$ cat config.mk
export PLATFORM = sky130hd
export DESIGN_NAME = mem_ctrl
export DESIGN_NICKNAME = d
export VERILOG_FILES = /design/src/rtl/mem_ctrl.sv
export SDC_FILE = /design/constraint.sdc
export NUM_CORES = 1
export LEC_CHECK = 0
export CAP_MARGIN = 30
export CORE_MARGIN = 5
export CORE_UTILIZATION = 24
export DETAILED_ROUTE_END_ITERATION = 6
export PLACE_DENSITY = 0.58
export SYNTH_ARGS = -nofsm -noshare
export SYNTH_HDL_FRONTEND = slang
export SYNTH_SLANG_ARGS = --single-unit
$ cat constraint.sdc
create_clock -name clk -period 2.7 [get_ports clk]
set_clock_uncertainty 0.2 [all_clocks]
set_input_delay 0.54 -clock clk [delete_from_list [all_inputs] [get_ports clk]]
set_output_delay 0.54 -clock clk [all_outputs]
set_load 0.01 [all_outputs]
$ cat src/rtl/mem_ctrl.sv
// Burst memory controller: turns single-cycle processor requests into 4-beat
// critical-word-first bursts that wrap inside a 4-word aligned block.
module mem_ctrl #(
    parameter  int MEMSIZE   = 256,
    parameter  int BUSWIDTH  = 16,
    localparam int ADDRWIDTH = $clog2(MEMSIZE)
) (
    input  logic                 clk,
    input  logic                 reset_n,
    input  logic                 req,
    input  logic                 rw_n,
    input  logic [ADDRWIDTH-1:0] addr,
    input  logic [BUSWIDTH-1:0]  wdata,
    output logic                 ready,
    output logic [BUSWIDTH-1:0]  rdata,
    output logic                 rvalid,
    output logic                 done,
    output logic [ADDRWIDTH-1:0] mem_Addr,
    output logic [BUSWIDTH-1:0]  mem_DataIn,
    output logic                 mem_rdEn,
    output logic                 mem_wrEn,
    input  logic [BUSWIDTH-1:0]  mem_DataOut
);

    typedef enum logic [1:0] {
        IDLE  = 2'd0,
        READ  = 2'd1,
        WRITE = 2'd2
    } state_t;

    state_t                 state;
    logic [ADDRWIDTH-1:0]   base;
    logic [1:0]             beat;
    logic [1:0]             low;
    logic [ADDRWIDTH-1:0]   beat_addr;

    always_ff @(posedge clk) begin
        if (!reset_n) begin
            state  <= IDLE;
            base   <= '0;
            beat   <= '0;
            rdata  <= '0;
            rvalid <= 1'b0;
            done   <= 1'b0;
        end else begin
            case (state)
                IDLE: begin
                    rvalid <= 1'b0;
                    done   <= 1'b0;
                    if (req) begin
                        base  <= addr;
                        beat  <= '0;
                        state <= rw_n ? READ : WRITE;
                    end
                end
                READ: begin
                    rdata  <= mem_DataOut;
                    rvalid <= 1'b1;
                    beat   <= beat + 2'd1;
                    done   <= (beat == 2'd3);
                    if (beat == 2'd3) state <= IDLE;
                end
                WRITE: begin
                    rvalid <= 1'b0;
                    beat   <= beat + 2'd1;
                    done   <= (beat == 2'd3);
                    if (beat == 2'd3) state <= IDLE;
                end
                default: begin
                    rvalid <= 1'b0;
                    done   <= 1'b0;
                    state  <= IDLE;
                end
            endcase
        end
    end

    // Low two bits add mod 4 so the burst wraps within its aligned block.
    always_comb begin
        ready      = (state == IDLE);
        low        = base[1:0] + beat;
        beat_addr  = {base[ADDRWIDTH-1:2], low};
        mem_Addr   = '0;
        mem_DataIn = '0;
        mem_rdEn   = 1'b0;
        mem_wrEn   = 1'b0;
        case (state)
            READ: begin
                mem_rdEn = 1'b1;
                mem_Addr = beat_addr;
            end
            WRITE: begin
                mem_wrEn   = 1'b1;
                mem_Addr   = beat_addr;
                mem_DataIn = wdata;
            end
            default: ;
        endcase
    end

endmodule

After elaboration in Yosys (flattened, before gate mapping)
Index checks and enable logic that the tools add are counted.

Add/sub/neg operators: 2. Equal/unequal tests: 5. Muxes and demuxes: 10. Reductions and logical operators: 7.

Operators by type and width (number): 2-to-1 mux 16 bit (1); 2-to-1 mux 2 bit (4); 2-to-1 mux 8 bit (1); one-hot mux 2 bit (2 select lines) (2); AND reduction 2 bit (4); equality test 2 bit, second input constant (2); adder 2 x 1 -> 2 bit, second input constant (1); adder 2 bit (1); equality test 2 x 1 -> 1 bit, second input constant (1); logical NOT 2 bit (1); 2-to-1 mux 1 bit (2); != test 2 x 1 -> 1 bit, second input constant (1); != test 2 bit, second input constant (1); nonzero test 2 bit (1); OR reduction 2 bit (1).

Register bits after elaboration: 30. Input port bits: 44. Output and inout bits: 45.

Longest topological paths before layout
Depth in word-level cells: 4. Gate-level depth with buffers: 6. Depth with buffers taken out: 5.

Worst setup path before layout
Ideal clock, no wire load.

Path type: reg2out. Start: register state[0]. End: output port mem_Addr[2]. Arrival: 1.045 ns. Data required time: 1.960 ns. Path slack: 0.915 ns. Cell stages (with the launch flop): 5. Path buffers: 1. Path through: dfxtp_1 -> inv_1 -> ha_1 -> buf_2 -> and2_1.

Word-level cells in the longest chain between the ends: 3.

Ends and longest elaborated chain: start: declaration (line 31) `state_t state;`; start signal: assignment (line 53) `state <= rw_n ? READ : WRITE;`; equality test 2 bit / equality test 2 x 1 -> 1 bit (equally long branches) (line 87) `case (state)`; OR reduction 2 bit (no source line) (*); 2-to-1 mux 8 bit (*) (line 87); end: declaration (line 18) `output logic [ADDRWIDTH-1:0] mem_Addr,`.

Mark *: on every way between the ends. The rest lies on a longest branch, timed or not.

Worst setup path in the final report
Start: register state[1]. End: output port mem_Addr[2].

The elaborated chain is that of the path after synthesis.

==> results.json <==
{
  "grt_usage_pct": 9.91,
  "end_kind": "output pin",
  "synthTopCellsByCount": "30 x dfxtp_1, 26 x and2_1, 17 x mux2i_1, 17 x nor2b_1, 14 x nand2_1",
  "synthToLayoutAreaGrowth_pct": 69.2,
  "ant_nets": 0,
  "nNetsFinal": 292,
  "p_leak_nw": 0.920,
  "hold_viol": 0,
  "status": "finished, final reports clean",
  "worstHoldStart": "base[6]$_SDFFE_PN0P_",
  "grt.overflow.total": 0,
  "clk_pin_slew_worst_paths_ns": 0.06,
  "fp.dieArea_um2": 7880,
  "clockBufferDepth": 2,
  "gp_congestion": 0.656,
  "grt_pass1_vias": 1240,
  "dpl-instance-area_um2": 2420,
  "period_share_pct": 97.9,
  "drc": 0,
  "port_buffers": 88,
  "clkSinkCount": 30,
  "rr_startpoint": "state[1]$_SDFFE_PN0P_",
  "setup_violations": 0,
  "synth_area_per_cell_um2": 9.80,
  "synth-seq-area-share_pct": 40.3,
  "async_flop_share_pct": 0,
  "die_w_um": 88.8,
  "critPathKind": "flop to output pin",
  "root_buffer": "clkbuf_8",
  "cts-buffers-inserted": 5,
  "first_pass_iters": 2,
  "start_util_pct": 24.9,
  "crit_required_ns": 1.96,
  "cts_tree": "yes",
  "dpl.cell_count": 309,
  "reg2reg_to": "state[1]$_SDFFE_PN0P_",
  "synth_most_common_cell": "dfxtp_1",
  "cts_hold_buffers": 0,
  "synth_cell_type_count": 23,
  "fmax_mhz": 378,
  "drv_cap": 0,
  "power_density_nw_per_um2": 508,
  "antenna_found_initial": 0,
  "wl_per_cell_um": 12.0,
  "hold_depth": 2,
  "die_y_um": 88.8,
  "drtIter0Drc": 14,
  "drv_slew": 0,
  "finalCriticalPeriod_ns": 2.64,
  "syn-instance-count": 152,
  "via_per_inst": 3.94,
  "yosys_warnings": 0,
  "synth_area_leaders": "dfxtp_1 40%, mux2i_1 11%, and2_1 11%",
  "slew_headroom_pct": 65.1,
  "synth_edf_count": 0,
  "synthFlopType": "dfxtp_1",
  "drt-total-wl_um": 3790,
  "num-fill-cells": 599,
  "reg2reg_depth": 5,
  "cp-start-kind": "flop",
  "crit_fanout": 12,
  "worstMarginPinSlew_ns": 0.522,
  "cp.arrival_ns": 1.90,
  "rows": 28,
  "synth_largest_area_cell": "dfxtp_1",
  "place_hpwl_um": 2960,
  "cts-htree-levels": 2,
  "rsz0062_at_grt": "true",
  "vdd_ir_drop_max_mv": 0.245,
  "coreArea_um2": 5990,
  "min_to": "base[6]$_SDFFE_PN0P_",
  "antenna_cells": 0,
  "syn_area_um2": 1490,
  "ys_ff_latch": 30,
  "dr_total_vias": 1250,
  "ios": 89,
  "clk_latency_ns": 0.27,
  "grt_max_degree": 20,
  "post_cts_buffers": 0,
  "syn-num-nets": 203,
  "instances_no_fill": 317,
  "stdcell_area_um2": 2520,
  "layout-drive-gt1-share_pct": 11.6,
  "synth_top_area_share_pct": 40.3,
  "r2r_setup_slack_ns": 1.05,
  "grt_pass1_wl_um": 5970,
  "hp-class": "flop to flop"
}
-- registers in the layout, summed over array words and instances (netlist names) --
name,flops
done,1
rvalid,1
state,2
rdata,16
beat,2
base,8
-- cell type report --
| class | count | area, um^2 | area share, % |
|---|---|---|---|
| clock buffers | 7 | 86.3 | 3.43 |
| multi-input cells | 110 | 810 | 32.1 |
| inverters | 4 | 15.0 | 0.596 |
| flip-flops and latches | 30 | 601 | 23.8 |
| well taps | 75 | 93.8 | 3.73 |
| repair buffers | 90 | 908 | 36.1 |
| clock inverters | 1 | 5.00 | 0.199 |
-- report_power, final --
group / internal (mW) / total (mW) / switching [mW]
registers: 0.480 / 0.499 / 0.0200
logic: 0.240 / 0.419 / 0.179
clock network: 0.205 / 0.361 / 0.156
total: 0.925 / 1.28 / 0.355
-- layout by cell type (no fill, tap or decap) --
cell,synthesis,final
nand2_2,9,9
clkbuf_1,1,1
clkbuf_8,0,6
ha_1,7,6
dfxtp_1,30,30
clkdlybuf4s50_1,0,88
and2_1,26,26
a21boi_2,8,8
nand3b_1,1,1
a21oi_1,1,1
xnor2_1,2,2
nand2_1,14,14
nand2b_1,1,1
o32ai_1,1,1
ha_2,0,1
a21oi_2,1,1
o21ai_1,1,1
buf_12,1,1
o22ai_1,2,2
buf_4,0,1
nor2b_1,17,17
and3_1,1,1
mux2i_1,17,17
clkinv_2,0,1
inv_1,4,4
nor2_1,1,1
-- per-stage QoR --
stage	hold WS [ns]	power (mW)	setup slack, ns	util, %	setup TNS, ns
after floorplan	0.243	0.735	0.915	-	0
after global placement	0.251	0.930	0.290	40.5	0
after detailed placement	0.256	0.934	0.251	40.5	0
after CTS	0.265	1.31	0.0105	42.0	0
after global routing	0.270	1.36	-0.0749	42.0	-1.14
final	0.260	1.28	0.0573	42.0	0
-- repair_timing --
action,CTS,global route
resized for setup,1,0
pin swaps,0,0
cloned,0,0
setup endpoints to repair,8,24
-- worst max-delay path, stage by stage, from the launching register on --
cell             delay (ns)
dfxtp_1                0.38
inv_1                  0.10
ha_2                   0.45
and2_1                 0.16
clkdlybuf4s50_1        0.54
-- logic make-up (layout without fill, tap and decap cells) --
kind of cell             count (synthesis)  after routing  synth area share [%]
adder cells (fa/ha/maj)                  7              7                  5.88
multiplexers                            17             17                  11.4
flip-flops                              30             30                  40.3
AND/OR/NAND/NOR                         70             70                  27.0
XOR/XNOR                                 2              2                  1.18
AO/OA/AOI/OAI                           14             14                  8.74
buffers and inverters                   12            102                  5.46
-- metal layers --
metal / track usage (%) / vias up / wire length (um)
li1: - / 666 / -
met5: 0 / - / 0
met1: 11.6 / 539 / 1590
met2: 16.7 / 40 / 1840
met3: 3.54 / 5 / 321
met4: 3.30 / 0 / 38
-- worst max path at each step --
stage,startpoint,cells after the start,end
floorplan,state[0]$_SDFFE_PN0P_,4,mem_Addr[2]
global placement,state[1]$_SDFFE_PN0P_,4,mem_Addr[0]
detailed placement,state[1]$_SDFFE_PN0P_,4,mem_Addr[0]
CTS,state[1]$_SDFFE_PN0P_,4,mem_Addr[0]
global route,state[1]$_SDFFE_PN0P_,4,mem_Addr[6]
finish,state[1]$_SDFFE_PN0P_,4,mem_Addr[2]
Note: power is estimated with default switching activity, not from simulation.
==> RTL change 1: new RTL, config.mk and constraints unchanged <==
The 3 states of `state_t` get a one-hot encoding in 3 bits.
--- a/src/rtl/mem_ctrl.sv
+++ b/src/rtl/mem_ctrl.sv
@@ -22,10 +22,10 @@
     input  logic [BUSWIDTH-1:0]  mem_DataOut
 );
 
-    typedef enum logic [1:0] {
-        IDLE  = 2'd0,
-        READ  = 2'd1,
-        WRITE = 2'd2
+    typedef enum logic [2:0] {
+        IDLE  = 3'b001,
+        READ  = 3'b010,
+        WRITE = 3'b100
     } state_t;
 
     state_t                 state;
Behaviour: same outputs for any inputs over 10 cycles, from zero or initial values and one cycle with reset_n low; not proved beyond that.
==> RTL change 1 against the original RTL <==
Non-clock buffer count grew 3; routed wire length grew 4.4%; sequential cell count grew 1; global-route usage grew 0.94 points; critical path type unchanged; setup slack gained 0.068 ns; area after synthesis shrank 3.8%; sequential share of layout area grew 1.1 points; worst hold slack lost 0.0031 ns; final area shrank 0.79%.
Power is not compared: it rests on default switching activity, and its combinational part moved more than twofold at a synthesized area within 25%.
==> RTL change 1: results (changes against the original RTL) <==
* Status: complete, no violations
* Root cell of the clock tree: clkbuf_8
* Largest net degree at the start of global routing at 34 (+70%)
* Crit path DAT at 1.83 ns (-0.07 ns)
* Antenna Nets Post-Route at 0 (unchanged)
* Hold worst-path end: base[4]
* Initial DRC count at 25 (+11)
* Leak pwr at 0.000910 µW
* Syn Nets at 210 (+3.4%)
* Share of cells above drive strength 1 at 10.2% (-1.4 points)
* Yosys warning count at 0 (unchanged)
* Int Pwr at 797 µW
* Vias at 1389 (+11%)
* Layout fillers at 610 (+1.8%)
* Seq/Total Area, Yosys at 43.3% (+3.0 points)
* Synth cell types at 28 (+22%)
* Share of flip-flops with an asynchronous set or reset at 0% (unchanged)
* Worst R2R Setup Slack at 1.09 ns (+0.04 ns)
* Biggest register: rdata
* Antenna violations before repair at 0 (unchanged)
* Clk slew on worst S/H paths at 0.07 ns
* Routed len/inst at 12.0 µm (+0.32%)
* Vias in the first global route at 1404 (+13%)
* Pre-CTS setup slack at 0.309 ns (+0.0583 ns)
* Reg2reg start: state[0]
* Worst-Skew Late Latency at 0.28 ns
* Hpwl dp at 3000 µm (+1.2%)
* Hold depth at 2 (unchanged)
* Maximum VDD drop at 0.000221 V
* Hold wc startpoint: base[4]
* Diodes inserted at 0 (unchanged)
* Leading cell types by count after synthesis: 49 x nand2_1, 31 x dfxtp_1, 25 x and2_1, 16 x a21boi_0, 8 x a21boi_2
* Regs by FF count: rdata: 16 flops, base: 8 flops, state: 3 flops
* RePlAce Congestion at 0.667 (+1.7%)
* Least-Margin Pin Slew at 0.524 ns (+0.00211 ns)
* First-pass GRT wire length at 6450 µm (+8.1%)
* Layout Nets at 300 (+2.7%)
* CTS buffer count at 5 (unchanged)
* Pre-antenna DRT Iters at 4 (+2)
* IO buf count at 88 (unchanged)
* CP max FO at 18 (+6)
* Synth area leaders: dfxtp_1 43%, nand2_1 13%, and2_1 11%
* EDFF count, synth at 0 (unchanged)
* Tot GR Track Use at 10.8% (+0.94 points)
* Worst Reg-to-Reg Cells at 4 (-1)
* CTS H-Tree Depth at 2 (unchanged)
* Reg-to-Reg End: state[1]
* Clock buffer depth at 2 (unchanged)
* Hold/Removal Path Class: flop to flop
RTL change 1: cell count changes after synthesis, sizes merged, moves of 4 or more:
cell | unedited run | this run
inv | 4 | 0
ha | 7 | 2
nor2b | 17 | 1
a21boi | 8 | 24
mux2i | 17 | 2
clkbuf | 1 | 5
nand2 | 23 | 49
RTL change 1: critical path, stage by stage (launching register included):
cell and delay, ns:
dfxtp_1 0.39, or3b_1 0.46, clkinv_4 0.15, clkdlybuf4s50_1 0.56
RTL change 1: worst max path at each step:
stage	from	endpoint	slack, ns
after global routing	state[0]	mem_rdEn	0.03
after global placement	wdata[8]	mem_DataIn[8]	0.30
after floorplan	state[0]	mem_DataIn[10]	0.68
after CTS	state[2]	mem_Addr[3]	0.007
final	state[0]	mem_rdEn	0.13
after detailed placement	wdata[8]	mem_DataIn[8]	0.31
RTL change 1: kinds of logic after synthesis:
| group | synth area share [%] |
|---|---|
| AOI/OAI and AO/OA | 16.2 |
| xor gates and xnor gates | 1.83 |
| adders and majority gates | 1.75 |
| buffers and inverters | 5.24 |
| DFF | 43.3 |
| muxes | 1.40 |
| and+or+nand+nor | 30.3 |
RTL change 1: layout make-up:
type	count	share of cell area [%]
timing repair buffer	93	36.9
clock buffer	7	3.86
tap	75	3.76
inverter	1	0.351
clock inverter	1	0.300
sequential	31	24.9
multi-input combinational	122	29.9
RTL change 1: power by group through the flow:
stage               clock network [µW]  logic, µW  registers (µW)
finish                             399        142             482
global placement                     0        143             491
global route                       441        157             485
floorplan                            0       54.5             490
detailed placement                   0        143             492
CTS                                419        144             482
RTL change 1: per-stage QoR:
stage | cell area, µm² | power, µW | hold slack [ns] | std cells
3_3_place_gp | 2380 | 634 | 0.247 | 321
3_5_place_dp | 2380 | 635 | 0.252 | 321
5_1_grt | 2500 | 1080 | 0.282 | 330
6_report | 2500 | 1020 | 0.257 | 330
2_1_floorplan | 1430 | 544 | 0.239 | 164
4_1_cts | 2480 | 1040 | 0.262 | 329
RTL change 1: routing by layer:
layer / GRT usage [%] / up-vias / share of wire, %
met5: 0 / - / 0
met4: 3.35 / 0 / 0.61
met3: 5.11 / 4 / 12
met2: 17.9 / 62 / 44
met1: 12.4 / 614 / 43
li1: - / 709 / -
RTL change 1: what timing repair did:
item | 4_1_cts | 5_1_grt
endpoints found under the setup margin | 0 | 19
setup buffers | 0 | 1
resized for setup | 0 | 4
==> RTL change 2: new RTL, same flow settings <==
Without the edit above. Set the parameter `BUSWIDTH` to 32 (it was 16).
--- a/src/rtl/mem_ctrl.sv
+++ b/src/rtl/mem_ctrl.sv
@@ -2,7 +2,7 @@
 // critical-word-first bursts that wrap inside a 4-word aligned block.
 module mem_ctrl #(
     parameter  int MEMSIZE   = 256,
-    parameter  int BUSWIDTH  = 16,
+    parameter  int BUSWIDTH  = 32,
     localparam int ADDRWIDTH = $clog2(MEMSIZE)
 ) (
     input  logic                 clk,
Ports: changed (resized mem_DataIn, mem_DataOut, rdata and wdata); port bits go from 89 to 153. The function was not compared with the original's and may differ.
==> RTL change 2 against the original RTL <==
Routed wire length grew 75%; cell count grew 52%; die area grew 40%; final area grew 53%; area after synthesis grew 46%; non-clock buffer count grew 67; sequential cell count grew 16; power grew 42%; setup slack gained 0.036 ns.
==> RTL change 2: results (changes against the original RTL) <==
* Vias in the first global route at 1971 (+59%)
* Worst-Skew Late Latency at 0.29 ns (+0.02 ns)
* Leak pwr at 0.00141 µW (+53%)
* Yosys warning count at 0 (unchanged)
* CP startpoint: state[0]
* Clock buffer depth at 2 (unchanged)
* Tot GR Track Use at 11.4% (+1.5 points)
* Maximum VDD drop at 0.000197 V (-20%)
* Layout Nets at 455 (+56%)
* Pre-CTS setup slack at 0.255 ns (+0.00398 ns)
* Regs by FF count: rdata: 32 flops, base: 8 flops
* Pre-antenna DRT Iters at 3 (+1)
* Diodes inserted at 0 (unchanged)
* Initial DRC count at 26 (+12)
* Hpwl dp at 5190 µm (+75%)
* Status: complete, no violations
* Share of flip-flops with an asynchronous set or reset at 0% (unchanged)
* Synth area leaders: dfxtp_1 42%, mux2i_1 15%, and2_1 12%
* Clk slew on worst S/H paths at 0.09 ns (+0.03 ns)
* Vias at 1948 (+56%)
* Hold wc startpoint: base[7]
* Largest net degree at the start of global routing at 34 (+70%)
* IO buf count at 152 (+73%)
* Reg2reg start: state[1]
* Setup Fix Bufs, Post-CTS at 0 (unchanged)
* CTS H-Tree Depth at 2 (unchanged)
* Root cell of the clock tree: clkbuf_8
* Seq/Total Area, Yosys at 42.5% (+2.2 points)
* CP max FO at 32 (+20)
* Crit path DAT at 1.87 ns (-0.03 ns)
* Hold/Removal Path Class: flop to flop
* EDFF count, synth at 0 (unchanged)
* CP Launch Type: flop
* Antenna violations before repair at 0 (unchanged)
* Slew margin rel. at 62.9% (-2.2 points)
* Share of cells above drive strength 1 at 4.02% (-7.5 points)
* Placed instance area at 3740 µm² (+54%)
* Synth cell types at 22 (-4.3%)
* CTS buffer count at 5 (unchanged)
* First-pass GRT wire length at 10300 µm (+72%)
* Routed len/inst at 13.8 µm (+15%)
* RePlAce Congestion at 0.681 (+3.8%)
* Leading cell types by count after synthesis: 46 x dfxtp_1, 42 x and2_1, 33 x mux2i_1, 33 x nor2b_1, 22 x nand2_1
* Syn Nets at 305 (+50%)
## RTL change 2: final cells by class
type | instances | area (µm²)
Clock buffer | 6 | 72.6
Tap cell | 108 | 135
Fill cell | 883 | 4910
Timing Repair Buffer | 157 | 1570
Clock inverter | 2 | 13.8
Multi-Input combinational cell | 158 | 1130
Inverter | 4 | 15.0
Sequential cell | 46 | 921
## RTL change 2: cell families (layout without fill, tap and decap cells)
group                      count (synthesis)  count (layout)  share of synthesized area, %
AOI/OAI and AO/OA                         14              14                          4.33
and+or+nand+nor                          102             102                          26.8
xor gates and xnor gates                   2               2                         0.808
muxes                                     33              33                          15.2
buffers and inverters                     18             169                          6.24
DFF                                       46              46                          42.5
adders and majority gates                  7               7                          4.04
## RTL change 2: routing by layer
layer	GRT usage (%)	routed length (µm)
met1	14.4	2990
met2	19.4	3290
met3	2.71	269
met4	3.47	88
met5	0	0
## RTL change 2: worst max-delay path, cell delays in order, from the launching register on
cell and delay, ns:
dfxtp_1 0.34, inv_2 0.11, ha_1 0.19, buf_8 0.17, and2_1 0.19, clkdlybuf4s50_1 0.56
## RTL change 2: through the flow
| stage | cells | hold slack (ns) | setup TNS, ns |
|---|---|---|---|
| 6_report | 481 | 0.253 | 0 |
| 5_1_grt | 481 | 0.280 | 0 |
| 4_1_cts | 481 | 0.259 | -0.00281 |
| 3_5_place_dp | 473 | 0.248 | 0 |
| 3_3_place_gp | 473 | 0.237 | 0 |
| 2_1_floorplan | 222 | 0.230 | 0 |
## RTL change 2: worst paths after layout
kind	end	cells past startpoint	slack, ns
worst min register to register	base[7]	2	0.25
worst min-delay path	base[7]	2	0.25
worst max-delay path	mem_DataIn[25]	5	0.09
worst max register to register	rdata[29]	5	0.90
## RTL change 2: what timing repair did
action                                  4_1_cts  5_1_grt
endpoints found under the setup margin        8       37
hold endpoints to repair                      0        0
gates resized for setup                       1        5
## RTL change 2: report_power, final
group / switching [µW] / internal [µW] / total, µW / leakage (µW)
logic: 257 / 383 / 639 / 0.000989
clock network: 234 / 183 / 417 / 0.0000452
registers: 29.1 / 731 / 760 / 0.000374
total: 519 / 1300 / 1820 / 0.00141
